### config.mk
export PLATFORM = sky130hd
export DESIGN_NAME = mem_access_stage
export DESIGN_NICKNAME = d
export VERILOG_FILES = /design/src/rtl/mem_access_stage.sv
export SDC_FILE = /design/constraint.sdc
export NUM_CORES = 1
export LEC_CHECK = 0
export ABC_CLOCK_PERIOD_IN_PS = 4250
export CORE_MARGIN = 3
export CORE_UTILIZATION = 50
export CTS_CLUSTER_SIZE = 20
export DETAILED_ROUTE_END_ITERATION = 7
export HOLD_SLACK_MARGIN = 0.06
export PLACE_DENSITY = 0.86
export SETUP_SLACK_MARGIN = 0.2
export SLEW_MARGIN = 30
export SYNTH_ARGS = -nofsm -noshare
export SYNTH_HDL_FRONTEND = slang
export SYNTH_SLANG_ARGS = --single-unit
### constraint.sdc
create_clock -name clk -period 4.25 [get_ports clk]
set_input_delay 0.425 -clock clk [delete_from_list [all_inputs] [get_ports clk]]
set_output_delay 0.425 -clock clk [all_outputs]
set_load 0.01 [all_outputs]
### src/rtl/mem_access_stage.sv
// -----------------------------------------------------------------------------
// mem_access_stage
//
// Memory-access stage of the 5-stage MIPS core. Takes one instruction at a time
// from the execute/memory register, issues a load or store on the data bus
// using a split address/data handshake, aligns and extends load data, and
// presents a registered result to the writeback stage.
//
// Handshakes (all valid/ready pairs): a transfer happens on a cycle where both
// valid and ready are high at the rising clock edge. A valid, once raised, keeps
// its payload stable until the transfer. dreq_valid/dresp_addr_ok is the
// request pair; dresp_data_ok is a one-cycle completion pulse that is only
// honoured after the address phase has been accepted.
//
// Ports:
//   clk, reset          clock, synchronous active-high reset
//   in_*                upstream instruction (valid/ready, op, address, data)
//   dreq_*              data-bus request (valid, addr, size, strobe, data)
//   dresp_*             data-bus response (addr_ok, data_ok, load word)
//   out_*               registered result to writeback (valid/ready)
//   out_exc             address-error flags {AdES, AdEL}, only with
//                       MEM_ADDR_CHECK_EN defined
//   dbg_state           current FSM state (0 IDLE, 1 REQ, 2 WAIT)
//
// Optional feature macro: MEM_ADDR_CHECK_EN. When defined, misaligned
// half/word accesses are not sent to the bus; they complete in one cycle with
// out_result = the bad address and the matching out_exc bit set. When not
// defined, there is no out_exc port and every address goes to the bus as is.
// -----------------------------------------------------------------------------
module mem_access_stage #(
  parameter int ADDR_W = 32,
  parameter int DATA_W = 32
) (
  input  logic              clk,
  input  logic              reset,
  input  logic              in_valid,
  output logic              in_ready,
  input  logic [3:0]        in_mem_op,
  input  logic [31:0]       in_aluout,
  input  logic [DATA_W-1:0] in_wdata,
  input  logic [4:0]        in_writereg,
  input  logic [31:0]       in_pcplus4,
  output logic              dreq_valid,
  output logic [ADDR_W-1:0] dreq_addr,
  output logic [1:0]        dreq_size,
  output logic [3:0]        dreq_strobe,
  output logic [DATA_W-1:0] dreq_data,
  input  logic              dresp_addr_ok,
  input  logic              dresp_data_ok,
  input  logic [DATA_W-1:0] dresp_data,
  output logic              out_valid,
  input  logic              out_ready,
  output logic [31:0]       out_result,
  output logic [4:0]        out_writereg,
  output logic [31:0]       out_pcplus4,
`ifdef MEM_ADDR_CHECK_EN
  output logic [1:0]        out_exc,
`endif
  output logic [1:0]        dbg_state
);

  localparam logic [3:0] OP_LB  = 4'd1;
  localparam logic [3:0] OP_LBU = 4'd2;
  localparam logic [3:0] OP_LH  = 4'd3;
  localparam logic [3:0] OP_LHU = 4'd4;
  localparam logic [3:0] OP_LW  = 4'd5;
  localparam logic [3:0] OP_SB  = 4'd6;
  localparam logic [3:0] OP_SH  = 4'd7;
  localparam logic [3:0] OP_SW  = 4'd8;

  typedef enum logic [1:0] {
    ST_IDLE = 2'd0,
    ST_REQ  = 2'd1,
    ST_WAIT = 2'd2
  } state_t;

  state_t              state_q;

  // Latched operands of the memory op in flight
  logic [3:0]          op_q;
  logic [31:0]         addr_q;
  logic                store_q;
  logic [4:0]          writereg_q;
  logic [31:0]         pcplus4_q;

  // Registered bus request
  logic                dreq_valid_q;
  logic [ADDR_W-1:0]   dreq_addr_q;
  logic [1:0]          dreq_size_q;
  logic [3:0]          dreq_strobe_q;
  logic [DATA_W-1:0]   dreq_data_q;

  // Registered result
  logic                out_valid_q;
  logic [31:0]         out_result_q;
  logic [4:0]          out_writereg_q;
  logic [31:0]         out_pcplus4_q;
`ifdef MEM_ADDR_CHECK_EN
  logic [1:0]          out_exc_q;
`endif

  // Decode of the incoming instruction
  logic                is_mem_d;
  logic                is_store_d;
  logic [1:0]          size_d;
  logic [3:0]          strobe_d;
  logic [DATA_W-1:0]   wdata_d;
  logic                bad_ld_d;
  logic                bad_st_d;

  // Load extraction from the returned word
  logic [7:0]          ld_byte;
  logic [15:0]         ld_half;
  logic [31:0]         result_d;

  assign in_ready = (state_q == ST_IDLE) && (!out_valid_q || out_ready);

  always_comb begin
    is_mem_d   = 1'b0;
    is_store_d = 1'b0;
    size_d     = 2'd0;
    strobe_d   = 4'b0000;
    wdata_d    = '0;
    case (in_mem_op)
      OP_LB, OP_LBU: begin
        is_mem_d = 1'b1;
        size_d   = 2'd0;
      end
      OP_LH, OP_LHU: begin
        is_mem_d = 1'b1;
        size_d   = 2'd1;
      end
      OP_LW: begin
        is_mem_d = 1'b1;
        size_d   = 2'd2;
      end
      OP_SB: begin
        is_mem_d   = 1'b1;
        is_store_d = 1'b1;
        size_d     = 2'd0;
        strobe_d   = 4'b0001 << in_aluout[1:0];
        wdata_d    = {4{in_wdata[7:0]}};
      end
      OP_SH: begin
        is_mem_d   = 1'b1;
        is_store_d = 1'b1;
        size_d     = 2'd1;
        strobe_d   = 4'b0011 << {in_aluout[1], 1'b0};
        wdata_d    = {2{in_wdata[15:0]}};
      end
      OP_SW: begin
        is_mem_d   = 1'b1;
        is_store_d = 1'b1;
        size_d     = 2'd2;
        strobe_d   = 4'b1111;
        wdata_d    = in_wdata;
      end
      default: ;
    endcase
  end

  // Misalignment: half with addr[0]=1, word with addr[1:0]!=0. Loads raise
  // AdEL, stores AdES.
  always_comb begin
    bad_ld_d = 1'b0;
    bad_st_d = 1'b0;
`ifdef MEM_ADDR_CHECK_EN
    if (((size_d == 2'd1) && in_aluout[0]) ||
        ((size_d == 2'd2) && (in_aluout[1:0] != 2'b00))) begin
      bad_ld_d = is_mem_d && !is_store_d;
      bad_st_d = is_store_d;
    end
`endif
  end

  always_comb begin
    ld_byte = dresp_data[7:0];
    case (addr_q[1:0])
      2'd0: ld_byte = dresp_data[7:0];
      2'd1: ld_byte = dresp_data[15:8];
      2'd2: ld_byte = dresp_data[23:16];
      2'd3: ld_byte = dresp_data[31:24];
      default: ;
    endcase
    ld_half = addr_q[1] ? dresp_data[31:16] : dresp_data[15:0];

    // Stores report their address as the result
    result_d = addr_q;
    case (op_q)
      OP_LB:   result_d = {{24{ld_byte[7]}}, ld_byte};
      OP_LBU:  result_d = {24'd0, ld_byte};
      OP_LH:   result_d = {{16{ld_half[15]}}, ld_half};
      OP_LHU:  result_d = {16'd0, ld_half};
      OP_LW:   result_d = dresp_data;
      default: ;
    endcase
  end

  always_ff @(posedge clk) begin
    if (reset) begin
      state_q        <= ST_IDLE;
      op_q           <= 4'd0;
      addr_q         <= 32'd0;
      store_q        <= 1'b0;
      writereg_q     <= 5'd0;
      pcplus4_q      <= 32'd0;
      dreq_valid_q   <= 1'b0;
      dreq_addr_q    <= '0;
      dreq_size_q    <= 2'd0;
      dreq_strobe_q  <= 4'd0;
      dreq_data_q    <= '0;
      out_valid_q    <= 1'b0;
      out_result_q   <= 32'd0;
      out_writereg_q <= 5'd0;
      out_pcplus4_q  <= 32'd0;
`ifdef MEM_ADDR_CHECK_EN
      out_exc_q      <= 2'b00;
`endif
    end else begin
      // Drain; a result landing below in the same cycle overrides this
      if (out_valid_q && out_ready) begin
        out_valid_q <= 1'b0;
      end

      case (state_q)
        ST_IDLE: begin
          if (in_valid && in_ready) begin
            if (is_mem_d && !(bad_ld_d || bad_st_d)) begin
              op_q          <= in_mem_op;
              addr_q        <= in_aluout;
              store_q       <= is_store_d;
              writereg_q    <= in_writereg;
              pcplus4_q     <= in_pcplus4;
              dreq_valid_q  <= 1'b1;
              dreq_addr_q   <= in_aluout[ADDR_W-1:0];
              dreq_size_q   <= size_d;
              dreq_strobe_q <= strobe_d;
              dreq_data_q   <= wdata_d;
              state_q       <= ST_REQ;
            end else begin
              // NONE, unknown op, or rejected misaligned access
              out_valid_q    <= 1'b1;
              out_result_q   <= in_aluout;
              out_writereg_q <= is_mem_d ? 5'd0 : in_writereg;
              out_pcplus4_q  <= in_pcplus4;
`ifdef MEM_ADDR_CHECK_EN
              out_exc_q      <= {bad_st_d, bad_ld_d};
`endif
            end
          end
        end
        ST_REQ: begin
          if (dresp_addr_ok) begin
            dreq_valid_q <= 1'b0;
            if (dresp_data_ok) begin
              out_valid_q    <= 1'b1;
              out_result_q   <= result_d;
              out_writereg_q <= store_q ? 5'd0 : writereg_q;
              out_pcplus4_q  <= pcplus4_q;
`ifdef MEM_ADDR_CHECK_EN
              out_exc_q      <= 2'b00;
`endif
              state_q        <= ST_IDLE;
            end else begin
              state_q <= ST_WAIT;
            end
          end
        end
        ST_WAIT: begin
          if (dresp_data_ok) begin
            out_valid_q    <= 1'b1;
            out_result_q   <= result_d;
            out_writereg_q <= store_q ? 5'd0 : writereg_q;
            out_pcplus4_q  <= pcplus4_q;
`ifdef MEM_ADDR_CHECK_EN
            out_exc_q      <= 2'b00;
`endif
            state_q        <= ST_IDLE;
          end
        end
        default: state_q <= ST_IDLE;
      endcase
    end
  end

  assign dreq_valid   = dreq_valid_q;
  assign dreq_addr    = dreq_addr_q;
  assign dreq_size    = dreq_size_q;
  assign dreq_strobe  = dreq_strobe_q;
  assign dreq_data    = dreq_data_q;
  assign out_valid    = out_valid_q;
  assign out_result   = out_result_q;
  assign out_writereg = out_writereg_q;
  assign out_pcplus4  = out_pcplus4_q;
`ifdef MEM_ADDR_CHECK_EN
  assign out_exc      = out_exc_q;
`endif
  assign dbg_state    = state_q;

endmodule

==> implementation parameters <==
Parameter                              Value

Status
  Outcome ... complete, no violations

Synth
  Syn Area/Cell ... roughly 8.5 um^2
  Syn Std Cell Area ... 8640 um^2
  Instance count of the mapped netlist ... 1022
  Number of enable-type register cells in the synthesized netlist ... 0
  Count of state elements after synthesis ... 185
  Post-Syn Nets ... 1169
  Fraction of synthesis flops using an asynchronous set or reset pin ... 0%
  Yosys warnings ... 0
  Top flip-flop cell by instance count after synthesis ... sky130_fd_sc_hd__dfxtp_1
  Sequential-to-total area share from yosys stat ... 42.8%
  Unique masters post-synth ... 61

Placed design
  GPL Wtd Cong ... 0.893
  Placed Area ... ~12000 um^2
  Half-perimeter wire length of the detailed placement result ... 19600 um
  Total of buffers placed on input and output ports ... 286
  Post-Place Worst Slack ... 1040 ps

Clock network
  Clock-pin slew on the worst setup and hold paths ... 70 ps
  Clock insertion delay at the later pin of the skew report ... 430 ps
  CTS root buf ... sky130_fd_sc_hd__clkbuf_16
  CTS hold repair buffers ... 0
  Sinks on Clock Net ... ~190
  Buffer count from post-CTS setup fixing ... 0
  Clock tree from TritonCTS ... yes
  CTS H-tree depth ... 4
  Number of buffers between clock root and the deepest sink ... 2
  Count of instances resized after the clock tree is built ... 0
  Number of buffers added by the clock tree synthesis step ... 17

STA
  Final max-slew violation count ... 0
  Number of endpoints failing setup at the final stage ... 0
  Setup repair after global routing missed its margin ... no
  Period utilisation layout ... roughly 66%
  Slew HR ... 36.8%
  Actual transition at the worst max-transition pin ... 942 ps
  Achievable clock frequency ... 357 MHz
  Fin crit period ... roughly 2800 ps
  Hold Vio Cnt, Final ... 0
  Setup TNS ... 0 ps
  Worst setup margin ... around 1500 ps
  Worst clock skew ... 11.4 ps

Floorplan
  Placeable core area ... 16800 um^2
  Top Ports ... 287
  Vertical extent of the die ... approximately 140 um
  Die area ... 18900 um^2
  Initial core utilization ... 51.6%
  Width of the die ... 137 um
  Site row count ... 47

Layout
  Final core utilization ... ~73%
  Fraction of final layout cells with drive strength greater than 1 ... 7.14%
  P&R area growth vs syn ... 40.8%
  Nets ... roughly 1400
  Diodes inserted ... 0
  Fillcell total ... 1296
  Non-Filler Cell Area, Final ... 12200 um^2

Critical path
  Reg2reg start ... op_q[1]
  Worst setup path class ... input pin to register
  Startpoint type of the worst setup path ... input pin
  Largest fanout on the critical path ... 24
  Type of element capturing the critical path ... register
  Arrival time at the worst endpoint ... between 3000 and 4000 ps
  Critical Path RT ... 4580 ps
  Slowest cell on the critical path ... sky130_fd_sc_hd__a211o_1
  Worst stage delay on the critical path ... around 620 ps
  Cells along the critical path ... clkdlybuf4s50_1, or4_4, and2_4, a211o_1, buf_4, o41ai_1
  Launch point of the worst path ... in_mem_op[1]

Power and ir drop
  Switching part of the total power ... 35.3%
  Leakage power figure ... about 4.3 nW
  Combinational fraction of design power ... between 30 and 40%
  Max IR drop VDD ... 303 uV
  Total power ... 0.00627 W
  Net switching power ... about 0.0022 W
  Sequential group share of total power ... ~36%
  Clock network fraction of design power ... 25.2%
  Pwr per Cell Area ... roughly 500 nW/um^2
  Internal Pwr Total ... 0.00406 W

Routing
  DRC violations left ... 0
  Drt via density ... between 5 and 6
  Number of DRC markers in iteration 0 ... around 650
  Via count ... just under 9000
  Detail Route Antenna Nets ... 0
  Sum of routed wire length over all layers ... 28500 um
  Routed length per placed instance ... 19.2 um
  Router iterations before antenna repair ... 5

Global route
  Initial antenna violation count ... 0
  Maximum number of pins on one net before global-route repair ... around 110
  Overall overflow remaining after global route ... 0
  First-pass GRT wire length ... 43700 um
  Vias in the first global route ... 8283
  Global Route Usage Sum ... roughly 29%

Worst hold path
  Hold/Removal Path Class ... input pin to register
  Hold path start ... reset

Run
  Max-capacitance violation count ... 0
layout by cell type (no fill, tap or decap), types with 5 or more instances in the layout:
cell                              count
sky130_fd_sc_hd__nand3_1             20
sky130_fd_sc_hd__o32ai_1              7
sky130_fd_sc_hd__a211oi_1            36
sky130_fd_sc_hd__nand3b_1             6
sky130_fd_sc_hd__o41ai_1             13
sky130_fd_sc_hd__dfxtp_1            185
sky130_fd_sc_hd__nor3_1              22
sky130_fd_sc_hd__o41ai_2              5
sky130_fd_sc_hd__a22o_1               8
sky130_fd_sc_hd__o21a_1              16
sky130_fd_sc_hd__buf_4               13
sky130_fd_sc_hd__a22oi_1             18
sky130_fd_sc_hd__clkdlybuf4s50_1    285
sky130_fd_sc_hd__inv_1                5
sky130_fd_sc_hd__clkbuf_16           17
sky130_fd_sc_hd__a221oi_1            37
sky130_fd_sc_hd__o21ai_0             14
sky130_fd_sc_hd__mux2i_1             47
sky130_fd_sc_hd__nand2_1            162
sky130_fd_sc_hd__a21oi_1            109
sky130_fd_sc_hd__nor2b_1             11
sky130_fd_sc_hd__a311oi_1             5
sky130_fd_sc_hd__nand4_1              5
sky130_fd_sc_hd__nor2_1             105
sky130_fd_sc_hd__mux2_2              17
Yosys cell counts (8+ instances only):
library cell               count  share of area, %
sky130_fd_sc_hd__o21ai_0      14              0.81
sky130_fd_sc_hd__nor2b_1      11              0.80
sky130_fd_sc_hd__nor2_1      107               4.6
sky130_fd_sc_hd__a22oi_1      18               1.6
sky130_fd_sc_hd__mux2i_1      47               5.4
sky130_fd_sc_hd__clkbuf_1     73               3.2
sky130_fd_sc_hd__mux2_2       17               2.2
sky130_fd_sc_hd__a221oi_1     37               3.7
sky130_fd_sc_hd__nand2_1     162               7.0
sky130_fd_sc_hd__buf_2        12              0.69
sky130_fd_sc_hd__a211oi_1     36               3.1
sky130_fd_sc_hd__o41ai_1      13               1.3
sky130_fd_sc_hd__o21a_1       16               1.4
sky130_fd_sc_hd__nor3_1       22               1.3
sky130_fd_sc_hd__a21oi_1     109               6.3
sky130_fd_sc_hd__dfxtp_1     185                43
sky130_fd_sc_hd__a22o_1        8              0.81
sky130_fd_sc_hd__nand3_1      20               1.2
power by group through the flow:
stage	clock, W	sequential (W)	combinational (W)
5_1_grt	0.00166	0.00226	0.00267
4_1_cts	0.00160	0.00223	0.00246
3_5_place_dp	0	0.00227	0.00244
6_report	0.00158	0.00223	0.00246
3_3_place_gp	0	0.00226	0.00239
2_1_floorplan	0	0.00236	0.00130
sequential cells by signal (all words and copies together) (netlist names), 2 cells and up:
signal	count
pcplus4_q	32
dreq_addr	32
dreq_size	2
op_q	4
out_pcplus4	32
dbg_state	2
dreq_data	32
out_result	32
writereg_q	5
dreq_strobe	4
out_writereg	5
final cells by class:
class	instances	area, um^2	area share (%)
Timing Repair Buffer	303	3020	24.8
Multi-Input combinational cell	734	4560	37.5
Inverter	7	26.3	0.216
Sequential cell	185	3700	30.4
Clock inverter	9	105	0.864
Clock buffer	23	478	3.93
Tap cell	220	275	2.26
through the flow:
stage,std cells,hold slack (ps)
2_1_floorplan,1022,436
3_3_place_gp,1448,438
3_5_place_dp,1448,446
4_1_cts,1480,378
5_1_grt,1481,396
6_report,1481,383
critical path: cells and delay by family:
family	cells	cell delay, ps
buffers and inverters	2	940
and+or+nand+nor	2	770
AOI/OAI and AO/OA	2	980
cell families after synthesis:
logic type | synth area share, %
buf+inv | 5.08
flops | 42.8
fa+ha+maj | 0.579
mux | 7.92
compound gates | 25.5
simple gates | 17.9
xor+xnor | 0.203
metal layers:
layer	part of all wire (%)	GRT usage [%]
met1	40	36.5
met2	46	46.3
met3	9.8	8.47
met4	5.0	14.6
met5	0	0
worst paths after layout:
| path | end | slack [ps] | cells after the start |
|---|---|---|---|
| min | dreq_addr[27] | 380 | 2 |
| min reg2reg | pcplus4_q[10] | 460 | 2 |
| max | out_result[21] | 1450 | 6 |
| max reg2reg | out_result[31] | 1550 | 6 |
Power figures use the tool's default switching activity.
